==> src/rtl/neural_layer_engine.sv <==
// neural_layer_engine
//   Walks a layer-size program held in an instruction ROM and evaluates each
//   layer as a series of dot products. Neuron values ping-pong between two
//   banks of an external dual-port RAM. Weights come from a sync-read ROM and
//   are consumed sequentially across the whole program. Each neuron result is
//   arithmetically right-shifted by FRAC_BITS and saturated to DATA_W bits.
//   Optional macro NLE_RELU_EN clamps negative neuron outputs to zero.
//
// Ports
//   i_clk, i_reset        clock, synchronous active-high reset
//   i_start               start pulse (honoured only in IDLE)
//   o_busy/o_done/o_err   handshake; o_err sticky until next accepted start
//   o_instr_addr/i_instr_data    instruction ROM (1-cycle read latency)
//   o_weight_addr/i_weight_data  weight ROM (1-cycle read latency)
//   o_nrd_addr/i_nrd_data        neuron RAM read port (1-cycle read latency)
//   o_nwr_addr/o_nwr_data/o_nwr_en  neuron RAM write port
//   o_result_base/o_result_count    location and size of the final layer
//
// state    | meaning
// ---------+-------------------------------------------------------------
// S_IDLE   | waiting for i_start
// S_FETCH  | instruction address presented, data arrives next cycle
// S_DECODE | act on the instruction (input size, layer size, end, error)
// S_MAC    | issue one operand pair per cycle, accumulate previous pair
// S_DRAIN  | accumulate the last operand pair of the neuron
// S_WRITE  | write the saturated neuron value, pick next neuron or layer
// S_DONE   | one-cycle completion pulse
module neural_layer_engine #(
    parameter int DATA_W     = 8,
    parameter int ACC_W      = 24,
    parameter int ADDR_W     = 8,
    parameter int SIZE_W     = 8,
    parameter int FRAC_BITS  = 0,
    parameter int BANK0_BASE = 0,
    parameter int BANK1_BASE = 20,
    parameter logic [SIZE_W-1:0] END_CODE = 8'hFF
) (
    input  logic              i_clk,
    input  logic              i_reset,
    input  logic              i_start,
    output logic              o_busy,
    output logic              o_done,
    output logic              o_err,
    output logic [ADDR_W-1:0] o_instr_addr,
    input  logic [SIZE_W-1:0] i_instr_data,
    output logic [ADDR_W-1:0] o_weight_addr,
    input  logic [DATA_W-1:0] i_weight_data,
    output logic [ADDR_W-1:0] o_nrd_addr,
    input  logic [DATA_W-1:0] i_nrd_data,
    output logic [ADDR_W-1:0] o_nwr_addr,
    output logic [DATA_W-1:0] o_nwr_data,
    output logic              o_nwr_en,
    output logic [ADDR_W-1:0] o_result_base,
    output logic [SIZE_W-1:0] o_result_count
);

    typedef enum logic [2:0] {
        S_IDLE, S_FETCH, S_DECODE, S_MAC, S_DRAIN, S_WRITE, S_DONE
    } state_t;

    localparam logic [ADDR_W-1:0] ADDR_ONE = ADDR_W'(1);
    localparam logic [SIZE_W-1:0] SIZE_ONE = SIZE_W'(1);
    localparam logic [ADDR_W-1:0] B0       = ADDR_W'(BANK0_BASE);
    localparam logic [ADDR_W-1:0] B1       = ADDR_W'(BANK1_BASE);
    localparam logic signed [ACC_W-1:0] SAT_MAX = ACC_W'((2 ** (DATA_W - 1)) - 1);
    localparam logic signed [ACC_W-1:0] SAT_MIN = ~SAT_MAX;

    state_t r_state, w_next;

    logic [ADDR_W-1:0] r_ip, r_wt_addr, r_nrd_addr, r_nwr_addr;
    logic [ADDR_W-1:0] r_rd_base, r_wr_base, r_res_base;
    logic [SIZE_W-1:0] r_nprev, r_ncur, r_nleft, r_cnt, r_res_count;
    logic              r_first, r_err;
    logic signed [ACC_W-1:0] r_acc;

    logic w_busy, w_done, w_nwr_en, w_set_err;
    logic w_is_end, w_is_zero, w_ip_zero;
    logic signed [ACC_W-1:0] w_wt_ext, w_x_ext, w_prod, w_shift;
    logic signed [DATA_W-1:0] w_sat, w_out;

    assign w_is_end  = (i_instr_data == END_CODE);
    assign w_is_zero = (i_instr_data == '0);
    assign w_ip_zero = (r_ip == '0);

    // Operands are sign-extended to ACC_W first so the product is full precision.
    assign w_wt_ext = ACC_W'($signed(i_weight_data));
    assign w_x_ext  = ACC_W'($signed(i_nrd_data));
    assign w_prod   = w_wt_ext * w_x_ext;
    assign w_shift  = r_acc >>> FRAC_BITS;

    always_comb begin
        w_sat = w_shift[DATA_W-1:0];
        if (w_shift > SAT_MAX)
            w_sat = SAT_MAX[DATA_W-1:0];
        else if (w_shift < SAT_MIN)
            w_sat = SAT_MIN[DATA_W-1:0];
    end

`ifdef NLE_RELU_EN
    assign w_out = w_sat[DATA_W-1] ? '0 : w_sat;
`else
    assign w_out = w_sat;
`endif

    always_ff @(posedge i_clk) begin
        if (i_reset)
            r_state <= S_IDLE;
        else
            r_state <= w_next;
    end

    always_comb begin
        w_next    = r_state;
        w_busy    = 1'b0;
        w_done    = 1'b0;
        w_nwr_en  = 1'b0;
        w_set_err = 1'b0;
        case (r_state)
            S_IDLE:   if (i_start) w_next = S_FETCH;
            S_FETCH: begin
                w_busy = 1'b1;
                w_next = S_DECODE;
            end
            S_DECODE: begin
                w_busy = 1'b1;
                if (w_ip_zero) begin
                    // An empty program (END as the input size) is also an error.
                    if (w_is_zero || w_is_end) begin
                        w_set_err = 1'b1;
                        w_next    = S_DONE;
                    end else begin
                        w_next = S_FETCH;
                    end
                end else if (w_is_end) begin
                    w_next = S_DONE;
                end else if (w_is_zero) begin
                    w_set_err = 1'b1;
                    w_next    = S_DONE;
                end else begin
                    w_next = S_MAC;
                end
            end
            S_MAC: begin
                w_busy = 1'b1;
                if (r_cnt == '0) w_next = S_DRAIN;
            end
            S_DRAIN: begin
                w_busy = 1'b1;
                w_next = S_WRITE;
            end
            S_WRITE: begin
                w_busy   = 1'b1;
                w_nwr_en = 1'b1;
                w_next   = (r_nleft == '0) ? S_FETCH : S_MAC;
            end
            S_DONE: begin
                w_done = 1'b1;
                w_next = S_IDLE;
            end
            default:  w_next = S_IDLE;
        endcase
    end

    always_ff @(posedge i_clk) begin
        if (i_reset) begin
            r_ip        <= '0;
            r_wt_addr   <= '0;
            r_nrd_addr  <= '0;
            r_nwr_addr  <= '0;
            r_rd_base   <= B0;
            r_wr_base   <= B1;
            r_res_base  <= '0;
            r_nprev     <= '0;
            r_ncur      <= '0;
            r_nleft     <= '0;
            r_cnt       <= '0;
            r_res_count <= '0;
            r_first     <= 1'b0;
            r_err       <= 1'b0;
            r_acc       <= '0;
        end else begin
            case (r_state)
                S_IDLE: begin
                    if (i_start) begin
                        r_ip      <= '0;
                        r_wt_addr <= '0;
                        r_err     <= 1'b0;
                        r_nprev   <= '0;
                        r_acc     <= '0;
                        r_rd_base <= B0;
                        r_wr_base <= B1;
                    end
                end
                S_DECODE: begin
                    if (w_set_err) r_err <= 1'b1;
                    if (w_next == S_DONE) begin
                        r_res_base  <= r_rd_base;
                        r_res_count <= r_nprev;
                    end else if (w_ip_zero) begin
                        r_nprev <= i_instr_data;
                        r_ip    <= r_ip + ADDR_ONE;
                    end else begin
                        r_ncur     <= i_instr_data;
                        r_nleft    <= i_instr_data - SIZE_ONE;
                        r_cnt      <= r_nprev - SIZE_ONE;
                        r_nrd_addr <= r_rd_base;
                        r_nwr_addr <= r_wr_base;
                        r_first    <= 1'b1;
                    end
                end
                S_MAC: begin
                    // Read data lags the address by one cycle, so the first
                    // MAC cycle has nothing to accumulate yet.
                    if (!r_first) r_acc <= r_acc + w_prod;
                    r_first    <= 1'b0;
                    r_wt_addr  <= r_wt_addr + ADDR_ONE;
                    r_nrd_addr <= r_nrd_addr + ADDR_ONE;
                    r_cnt      <= r_cnt - SIZE_ONE;
                end
                S_DRAIN:  r_acc <= r_acc + w_prod;
                S_WRITE: begin
                    r_acc <= '0;
                    if (r_nleft == '0) begin
                        r_nprev   <= r_ncur;
                        r_rd_base <= r_wr_base;
                        r_wr_base <= r_rd_base;
                        r_ip      <= r_ip + ADDR_ONE;
                    end else begin
                        r_nleft    <= r_nleft - SIZE_ONE;
                        r_nwr_addr <= r_nwr_addr + ADDR_ONE;
                        r_cnt      <= r_nprev - SIZE_ONE;
                        r_nrd_addr <= r_rd_base;
                        r_first    <= 1'b1;
                    end
                end
                default: ;
            endcase
        end
    end

    assign o_busy         = w_busy;
    assign o_done         = w_done;
    assign o_err          = r_err;
    assign o_instr_addr   = r_ip;
    assign o_weight_addr  = r_wt_addr;
    assign o_nrd_addr     = r_nrd_addr;
    assign o_nwr_addr     = r_nwr_addr;
    assign o_nwr_data     = w_out;
    assign o_nwr_en       = w_nwr_en;
    assign o_result_base  = r_res_base;
    assign o_result_count = r_res_count;

endmodule

==> config.mk <==
export PLATFORM = sky130hd
export DESIGN_NAME = neural_layer_engine
export DESIGN_NICKNAME = d
export VERILOG_FILES = /design/src/rtl/neural_layer_engine.sv
export SDC_FILE = /design/constraint.sdc
export NUM_CORES = 1
export LEC_CHECK = 0
export CORE_MARGIN = 5
export CORE_UTILIZATION = 50
export CTS_BUF_LIST = sky130_fd_sc_hd__clkbuf_8
export CTS_CLUSTER_SIZE = 10
export DETAILED_ROUTE_END_ITERATION = 10
export HOLD_SLACK_MARGIN = 0.02
export PLACE_DENSITY = 0.71
export REMOVE_ABC_BUFFERS = 1
export SLEW_MARGIN = 40
export SYNTH_ARGS = -nofsm -noshare
export SYNTH_HDL_FRONTEND = slang
export SYNTH_SLANG_ARGS = --single-unit
==> constraint.sdc <==
create_clock -name i_clk -period 6.26 [get_ports i_clk]
set_input_delay 1.252 -clock i_clk [delete_from_list [all_inputs] [get_ports i_clk]]
set_output_delay 1.252 -clock i_clk [all_outputs]
set_load 0.02 [all_outputs]
* After elaboration in Yosys (flattened, before gate mapping) *
Index checks and enable logic that the tools add are counted.

storage, ports and cells
  register bits after elaboration = 125
  bits of input ports = 27
  logic and storage cells = 128

cells by class
  add/sub/neg operators = 9
  $mul = 1
  $lt $le $gt $ge = 2
  eq/ne operators = 16
  muxes and demuxes = 59
  bitwise gates (word level) = 2
  reduce and logical (&&, ||, !) cells = 23

operators with widths
  kind                 number
  $mux 8               24
  $pmux 24 s4          1
  $pmux 8 s3           4
  $pmux 8 s2           5
  $mux 24              2
  $add 8x1->8 const B  4
  $logic_not 8->1      4
  $sub 8x1->8 const B  4
  $add 24x16->24       1
  $gt 24x8->1 const B  1
  $lt 24x8->1 const B  1
  $mux 3               6
  $pmux 3 s6           1
  $mul 8x8->16         1
  $ne 2x2->1 const B   8
  $mux 1               13
  $eq 3x3->1 const B   4
  $reduce_and 3->1     4
  $eq 8x8->1 const B   1
  $reduce_and 4->1     2
  $reduce_bool 2->1    4
  $eq 3x2->1 const B   2
  $reduce_bool 3->1    2
  $reduce_and 5->1     1
  10 further kinds     12

* Longest topological paths before layout *
Gate-level depths: netlist of the first run.

  depth in word-level cells = 8
  mapped depth = 20
  mapped depth without buffers = 19

* Worst setup path after synthesis of the first run *
No wires, ideal clock.

  path type = input port to flip-flop
  start point = input i_nrd_data[1]
  end point = register r_acc[23]
  setup time = 0.117 ns
  arrival = 6.475 ns
  data required time = 6.143 ns
  setup slack = -0.333 ns
  stages = 18
  buffers on the path = 2
  cells stage by stage = clkbuf_1 > and2_1 > fa_1 > inv_1 > fa_1 > inv_1 > fa_1 > fa_1 > ha_1 > ha_1 > clkbuf_1 > and4_1 > nand2_1 > o21ai_0 > a41oi_1 > a211oi_1 > or4_1 > a32o_1

between the ends
  word-level cells in the longest chain between the ends = 4

RTL lines
  what                  line      text
  from (decl)           49        input logic [DATA_W-1:0] i_nrd_data,
  $mul 8x8->16 (*)      88        assign w_prod = w_wt_ext * w_x_ext;
  $add 24x16->24 (*)    214, 220
  $mux 24               214       if (!r_first) r_acc <= r_acc + w_prod;
  $pmux 24 s4 (*)       182       case (r_state)
  to (signal assigned)  214
  to (signal assigned)  220       S_DRAIN: r_acc <= r_acc + w_prod;
  to (decl)             74        logic signed [ACC_W-1:0] r_acc;

Every way passes the cells marked *; elsewhere a longest branch is shown, timed or not. The select of a mux whose other input is x is not followed.
A chain may end at the register's enable or synchronous reset.

* Final worst setup path of the first run *
  start point = input i_weight_data[2]
  end point = register r_acc[23]

between the ends
  word-level cells in the longest chain between the ends = 4

RTL lines
  what                line      text
  from (decl)         47        input logic [DATA_W-1:0] i_weight_data,
  $mul 8x8->16 (*)    88
  $add 24x16->24 (*)  214, 220
  $mux 24             214
  $pmux 24 s4 (*)     182

Marks and branches as above.

==> results.yml, run 1 <==
cells_and_area:
  layout.nets: 1496
  layoutNonFillerInstCount: 1582
  syn2layout_area_growth_pct: 21.7
  drive_above_1_share: 0.114
  antenna_cells: 0
  final_util: 0.621
  largest_reg_flops: 24
  regMostFlops: "r_acc"
clock_network:
  clk_path_buf_depth: 2
  cts_sinks: 125
  cts_buffers: 17
  ctsHtreeMaxLevel: 4
  worstSkewPairLatency_ps: 450
  tritoncts: "done"
  clkTransAtPathRegs_ps: 70
  holdBufCountCts: 0
  root_buffer: "clkbuf_8"
die:
  core-area_sq_um: 19600
  fp.dieArea_sq_um: 22900
  die_w_microns: 151
  ios: 87
  chipHeight_microns: 151
  initial_utilization: 0.510
  fp-row-count: 51
hold_path:
  hp-class: "reg -> reg"
yosys:
  synth-main-ff-cell: "dfxtp_1"
  yosysSeqAreaShare: 0.250
  ys_types: 73
  yosys.cell_count.top_type: "dfxtp_1"
  synth_top_area_frac: 0.250
  synth_common_cells: "dfxtp_1, nand2_1, nor2_1, inv_1, fa_1"
  yosys.area.top_type: "dfxtp_1"
  ys_top_cells_by_area: "dfxtp_1, fa_1, ha_1"
  ys_async_sr_fraction: 0
  ys_warn_count: 0
  ys_ff_latch: 125
  synth-edff-count: 0
  avgSynthCellArea_sq_um: 8.63
  synth_area_sq_um: 10000
  synthCells: 1159
grt:
  grt-ovfl-total: 0
  antenna_found_initial: 0
  grt_max_degree: 74
  grt_first_pass_wirelength_microns: 40600
  track_usage: 0.218
  grt_pass1_vias: 8449
placed_design:
  portBuffers: 86
  placedCellCount: 1547
  place_congestion: 0.893
  dpl.hpwl_microns: 18700
status:
  status: "finished, final reports clean"
route:
  vias_per_cell: 5.53
  drt_drc_violations_left: 0
  dr.pass1.iters: 5
  wl_per_cell_microns: 15.3
  vias: 8754
  wirelength_microns: 24200
  drtAntennaViolNets: 0
  drt_iter0_drc: 511
setup_path:
  critPathKind: "in -> reg"
  startpoint_type: "input port"
  cp_max_fo: 5
  worstPathRequired_ps: 6600
  cp-end-kind: "flip-flop"
  crit_arrival_ps: 6430
timing:
  finalCritPeriodShare: 0.972
  fin_tns_setup_ps: 0
  fmax_mhz: 164
  rsz0062_at_grt: "no"
  holdWs_ps: 453
  finalMaxSlewViolations: 0
  hold_violations: 0
  finalSetupViolCount: 0
  tightest_slew_ps: 798
  relSlewSlack: 0.467
  skew_ps: 10.5
  period_needed_ps: 6090
power:
  power.leakage_uw: 0.00531
  irDropWorstVdd_uv: 335
  total_power_uw: 4570
  p_per_area_nw_per_um2: 375
flow_run:
  maxCapViolations: 0
-- per-layer routing --
layer  GRT usage  up-vias  part of all wire
li1            -     4271                 -
met1       0.299     4241              0.45
met2       0.365      217              0.49
met3      0.0314       25             0.047
met4      0.0517        0             0.011
met5           0        -                 0
-- metrics by stage --
step,area (sq um),setup slack [ps]
4_1_cts,12100,24.6
3_3_place_gp,11700,-385
5_1_grt,12200,6.75
3_5_place_dp,11700,-497
6_report,12200,174
2_1_floorplan,9790,-272
-- area by class of cell --
class	instances	area, sq um
Clock inverter	10	88.8
Tap cell	265	332
Inverter	108	405
Sequential cell	125	2500
Multi-Input combinational cell	873	6940
Clock buffer	22	303
Timing Repair Buffer	179	1590
Fill cell	1702	7420
-- cell families (layout without fill, tap and decap cells) --
group | after synthesis | count (layout) | share of synthesized area
buf+inv | 161 | 319 | 0.0616
flops | 125 | 125 | 0.250
fa+ha+maj | 165 | 165 | 0.285
simple gates | 407 | 407 | 0.194
compound gates | 261 | 261 | 0.171
xor+xnor | 21 | 21 | 0.0184
mux | 19 | 19 | 0.0194
-- placed cells by master, fill, tap and decap left out, drive strengths merged, types with 16 or more instances in the layout --
cell type and n:
clkdlybuf4s50 77, nand3 41, nor2 111, nand2 117, a22oi 17, nor3 33, mux2i 16, inv 109
fa 104, ha 61, a21oi 84, o21ai 49, clkbuf 22, and2 35, buf 94, dfxtp 125
-- power breakdown --
group	internal (uW)	leakage, uW	switching (uW)	total, uW
sequential	817	0.00101	39.0	856
clock	364	0.000198	318	682
combinational	1510	0.00410	1520	3030
total	2690	0.00531	1870	4570
-- worst max-delay path, cell delays in order --
cell and delay (ps):
clkdlybuf4s50_1 570, nand2_1 110, fa_1 470, fa_1 550
inv_1 60, fa_1 550, fa_1 450, fa_1 470
ha_1 320, a21o_1 160, a21oi_1 190, o21ai_2 100
a41oi_2 200, buf_4 150, a211oi_1 80, or4_1 480
a32o_1 270
-- final timing paths --
check / startpoint / endpoint / slack [ps] / cells past startpoint
hold / removal: o_result_count[0] / o_result_count[0] / 450 / 2
hold reg to reg: o_result_count[0] / o_result_count[0] / 450 / 2
setup reg to reg: r_acc[6] / r_acc[23] / 1190 / 18
setup / recovery: i_weight_data[2] / r_acc[23] / 170 / 17
-- timing repair --
item / 4_1_cts / 5_1_grt
setup buffers: 0 / 3
pin swaps: 0 / 4
resized for setup: 1 / 18
cloned: 0 / 0
endpoints found under the setup margin: 1 / 7
Power figures use the tool's default switching activity.
==> run 2: changes to the inputs <==
CORE_MARGIN = 2   (was 5)
PLACE_DENSITY = 0.79   (was 0.71)
==> run 2 against run 1 <==
  * Global-route usage rose by 1.9 points
  * Sequential cell count did not move
  * Hold slack got worse by 2.0 ps
  * Core utilization rose by 0.30 points
  * Critical path depth did not move
  * Critical path type unchanged
  * Clock-buffer cell count rose by 1
==> results.yml, run 2 (same netlist as run 1, synthesis figures left out) <==
placed_design:
  dpl_cell_area_sq_um: 11700
  portBuffers: 86
  pre_cts_slack_ps: -456
  dpl.hpwl_microns: 18700
  place_congestion: 0.906
grt:
  grt_first_pass_wirelength_microns: 41700
  grt-ovfl-total: 0
  antenna_found_initial: 0
  track_usage: 0.237
  grt_pass1_vias: 8725
  grt_max_degree: 77
clock_network:
  root_buffer: "clkbuf_8"
  tritoncts: "done"
  cts_buffers: 17
  worstSkewPairLatency_ps: 440
  ctsHtreeMaxLevel: 4
  cts_sinks: 125
  holdBufCountCts: 0
  clkTransAtPathRegs_ps: 70
  clk_path_buf_depth: 2
die:
  ios: 87
  die_w_microns: 145
  chipHeight_microns: 145
  core-area_sq_um: 19500
  fp.dieArea_sq_um: 21100
  initial_utilization: 0.512
  fp-row-count: 51
timing:
  hold_violations: 0
  fmax_mhz: 164
  setup_ws_ps: 178
  rsz0062_at_grt: "no"
  holdWs_ps: 451
  finalMaxSlewViolations: 0
  tightest_slew_ps: 766
  finalCritPeriodShare: 0.972
  finalSetupViolCount: 0
  skew_ps: 5.20
  period_needed_ps: 6080
  relSlewSlack: 0.489
status:
  status: "finished, final reports clean"
hold_path:
  hp-class: "reg -> reg"
  whs_path_depth: 2
route:
  wl_per_cell_microns: 15.7
  dr.pass1.iters: 5
  drt_iter0_drc: 597
  wirelength_microns: 24700
  vias_per_cell: 5.60
  drtAntennaViolNets: 0
  drt_drc_violations_left: 0
  vias: 8817
power:
  irDropWorstVdd_uv: 298
  p_per_area_nw_per_um2: 389
  power.leakage_uw: 0.00529
setup_path:
  startpoint_type: "input port"
  crit_arrival_ps: 6410
  critPathKind: "in -> reg"
  reg2regPathDepth: 17
  worstPathRequired_ps: 6590
  cp-end-kind: "flip-flop"
  cp_max_fo: 5
cells_and_area:
  antenna_cells: 0
  nFillCells: 1660
  drive_above_1_share: 0.104
  layout.nets: 1489
  layout_common_cells: "dfxtp_1, nand2_1, inv_1, nor2_1, fa_1"
  largest_reg_flops: 24
  final_common_cell: "dfxtp_1"
  syn2layout_area_growth_pct: 21.9
  regMostFlops: "r_acc"
  fin_area_sq_um: 12200
flow_run:
  maxCapViolations: 0
-- run 2: changes by cell type in the layout (fill, tap and decap cells not counted), moves of 2 or more --
| cell | change |
|---|---|
| bufinv_16 | +4 |
| buf_4 | -6 |
| clkinvlp_4 | -3 |
| dlymetal6s2s_1 | -4 |
| inv_1 | +4 |
| clkinv_4 | -2 |
| clkdlybuf4s50_1 | +4 |
| inv_2 | -2 |
| clkinv_2 | -3 |
-- run 2: where the power goes --
group | total [uW] | leakage, uW | internal [uW] | switching (uW)
clock network | 844 | 0.000252 | 533 | 312
logic | 3040 | 0.00403 | 1500 | 1550
registers | 857 | 0.00101 | 817 | 39.7
total | 4740 | 0.00529 | 2850 | 1900
-- run 2: final cells by class --
cell class	count	area (sq um)	area share
clock buffers	23	317	0.0260
clock inverters	8	161	0.0132
inverters	108	405	0.0333
multi-input cells	873	6940	0.570
flip-flops and latches	125	2500	0.205
well taps	265	332	0.0272
repair buffers	172	1530	0.125
-- run 2: final timing paths --
check                         start           endpoint  slack, ps
hold / removal    o_result_count[6]  o_result_count[6]        450
setup reg to reg           r_acc[6]          r_acc[23]       1280
hold reg to reg   o_result_count[6]  o_result_count[6]        450
setup / recovery      i_nrd_data[4]          r_acc[23]        180
-- run 2: critical path, cell delays in order --
cell             delay (ps)
clkdlybuf4s50_1         520
buf_4                   160
nand2_1                  80
fa_1                    500
fa_1                    500
inv_1                    50
fa_1                    500
fa_1                    580
fa_1                    430
ha_1                    350
a21o_1                  160
a21oi_1                 120
o21ai_1                 110
a41oi_2                 200
a211oi_1                120
or4_1                   470
a32o_1                  280
-- run 2: what timing repair did --
item	CTS	global route
endpoints found under the setup margin	1	4
resized for setup	1	8
pin swaps	0	2
hold endpoints to repair	0	0
setup buffers	0	1
-- run 2: routing by layer --
layer / share of wire / wire [microns] / global-route usage / up-vias
met5: 0 / 0 / 0 / -
met4: 0.011 / 260 / 0.0578 / 0
met3: 0.043 / 1060 / 0.0335 / 25
met2: 0.50 / 12300 / 0.410 / 215
met1: 0.45 / 11100 / 0.316 / 4311
li1: - / - / - / 4266
-- run 2: per-stage QoR --
step           instances   util  TNS [ps]  power (uW)
5_1_grt             1574  0.624         0        5140
2_1_floorplan       1106      -      -345        2750
6_report            1574  0.624         0        4740
3_5_place_dp        1542  0.597     -2160        3840
4_1_cts             1573  0.622         0        4720
3_3_place_gp        1542  0.596     -1320        3750
==> run 3: changes to the inputs <==
PLACE_DENSITY = 0.77   (was 0.79)
SKIP_LAST_GASP = 1   (was default)
clock period = 6 ns   (was 6.26 ns; I/O delays follow)
==> run 3 against run 2 <==
  * Routed wire length shrank 0.46%
  * Sequential share of layout area shrank 0.19 points
  * Combinational power increased by 11%
  * Clock skew is 6.2 ps higher
  * Critical endpoint unchanged
  * Power increased by 5.6%
  * Hold slack better by 3.6 ps
  * Worst setup slack got worse by 43 ps
  * First-iteration DRC count down 2.3%
  * Final area up 0.92%
  * Clock power down 11%
  * Clock-buffer cell count is 5 lower
  * Largest cell class unchanged
  * Cell count increased by 0.64%
==> results.yml, run 3 (same netlist as run 1, synthesis figures left out) <==
status:
  status: "finished, final reports clean"
clock_network:
  worstSkewPairLatency_ps: 440
  ctsHtreeMaxLevel: 4
  clkTransAtPathRegs_ps: 80
  tritoncts: "done"
  root_buffer: "clkbuf_8"
  cts_sinks: 125
  clk_path_buf_depth: 2
  holdBufCountCts: 0
  cts_buffers: 17
cells_and_area:
  largest_reg_flops: 24
  drive_above_1_share: 0.121
  layout.nets: 1499
  layout_common_cells: "dfxtp_1, nand2_1, nor2_1"
  fin_area_sq_um: 12300
  antenna_cells: 0
  regMostFlops: "r_acc"
  final_util: 0.630
  syn2layout_area_growth_pct: 23.0
  final_common_cell: "dfxtp_1"
route:
  vias: 8824
  dr.pass1.iters: 7
  drt_iter0_drc: 583
  wl_per_cell_microns: 15.5
  wirelength_microns: 24600
  drtAntennaViolNets: 0
  drt_drc_violations_left: 0
  vias_per_cell: 5.57
die:
  chipHeight_microns: 145
  core-area_sq_um: 19500
  initial_utilization: 0.512
  die_w_microns: 145
  ios: 87
  fp.dieArea_sq_um: 21100
  fp-row-count: 51
grt:
  grt_max_degree: 81
  antenna_found_initial: 0
  grt_first_pass_wirelength_microns: 41600
  grt-ovfl-total: 0
  track_usage: 0.236
  grt_pass1_vias: 8563
timing:
  period_needed_ps: 5860
  finalMaxSlewViolations: 0
  hold_violations: 0
  relSlewSlack: 0.489
  setup_ws_ps: 136
  fin_tns_setup_ps: 0
  skew_ps: 11.4
  finalSetupViolCount: 0
  fmax_mhz: 171
  finalCritPeriodShare: 0.977
  tightest_slew_ps: 764
power:
  power_frac_comb: 0.672
  clkPwrFrac: 0.149
  irDropWorstVdd_uv: 339
  swShare: 0.409
  internal_power_uw: 2960
  total_power_uw: 5010
  p_seq_frac: 0.178
  p_per_area_nw_per_um2: 407
  power.leakage_uw: 0.00536
  switchingPower_uw: 2050
hold_path:
  hp-class: "reg -> reg"
placed_design:
  dpl_cell_area_sq_um: 11700
  portBuffers: 86
  pre_cts_slack_ps: -705
  dpl.hpwl_microns: 18700
  place_congestion: 0.918
setup_path:
  startpoint_type: "input port"
  crit_arrival_ps: 6200
  critPathKind: "in -> reg"
  worstPathRequired_ps: 6340
  cp_max_fo: 4
  cp-end-kind: "flip-flop"
flow_run:
  maxCapViolations: 0
==> run 3: cell count changes in the layout (fill, tap and decap cells not counted), moves of 3 or more <==
cell,before,now
clkbuf_8,23,18
ha_4,0,3
clkinv_2,0,3
ha_1,61,58
clkinvlp_4,0,4
buf_4,86,92
dlymetal6s2s_1,4,10
clkdlybuf4s50_1,81,72
==> run 3: final cells by class <==
type / instances / area (sq um)
clock buffers: 18 / 248
clock inverters: 13 / 151
fillers: 1636 / 7230
inverters: 108 / 405
multi-input cells: 873 / 7020
flip-flops and latches: 125 / 2500
well taps: 265 / 332
repair buffers: 182 / 1640
==> run 3: metal layers <==
layer	vias up	track usage	part of all wire
li1	4282	-	-
met4	0	0.0618	0.015
met1	4268	0.317	0.44
met5	-	0	0
met2	243	0.405	0.51
met3	31	0.0339	0.044
==> run 3: timing repair <==
action | CTS | global route
gates resized for setup | 8 | 29
setup endpoints to repair | 5 | 8
pin swaps | 4 | 11
gates cloned | 0 | 0
setup buffers | 5 | 0
==> run 3: final timing paths <==
check              startpoint                to  slack [ps]  depth (start not counted)
max          i_weight_data[4]         r_acc[23]         140                         16
min          o_result_base[5]  o_result_base[5]         450                          2
max reg2reg          r_acc[6]         r_acc[23]         990                         17
min reg2reg  o_result_base[5]  o_result_base[5]         450                          2
==> run 3: worst max-delay path: stages <==
cell             delay [ps]
clkdlybuf4s50_1         500
buf_4                   190
and2_1                  170
fa_1                    500
fa_1                    520
fa_1                    520
fa_1                    510
ha_1                    330
ha_1                    320
a21o_1                  180
nand2_1                  60
o21ai_0                  90
a41oi_2                 250
a211oi_2                120
or4_1                   480
a32o_1                  260
==> run 3: power groups by stage <==
stage / registers [uW] / clock network (uW) / logic (uW)
2_1_floorplan: 898 / 0 / 1970
3_3_place_gp: 910 / 0 / 3020
3_5_place_dp: 910 / 0 / 3090
6_report: 893 / 748 / 3370
5_1_grt: 897 / 794 / 3770
4_1_cts: 892 / 756 / 3220
==> run 3: through the flow <==
step                      cells  hold WS, ps
after floorplan            1106          433
after global placement     1547          441
after detailed placement   1547          447
after CTS                  1583          456
after global routing       1584          487
final                      1584          455
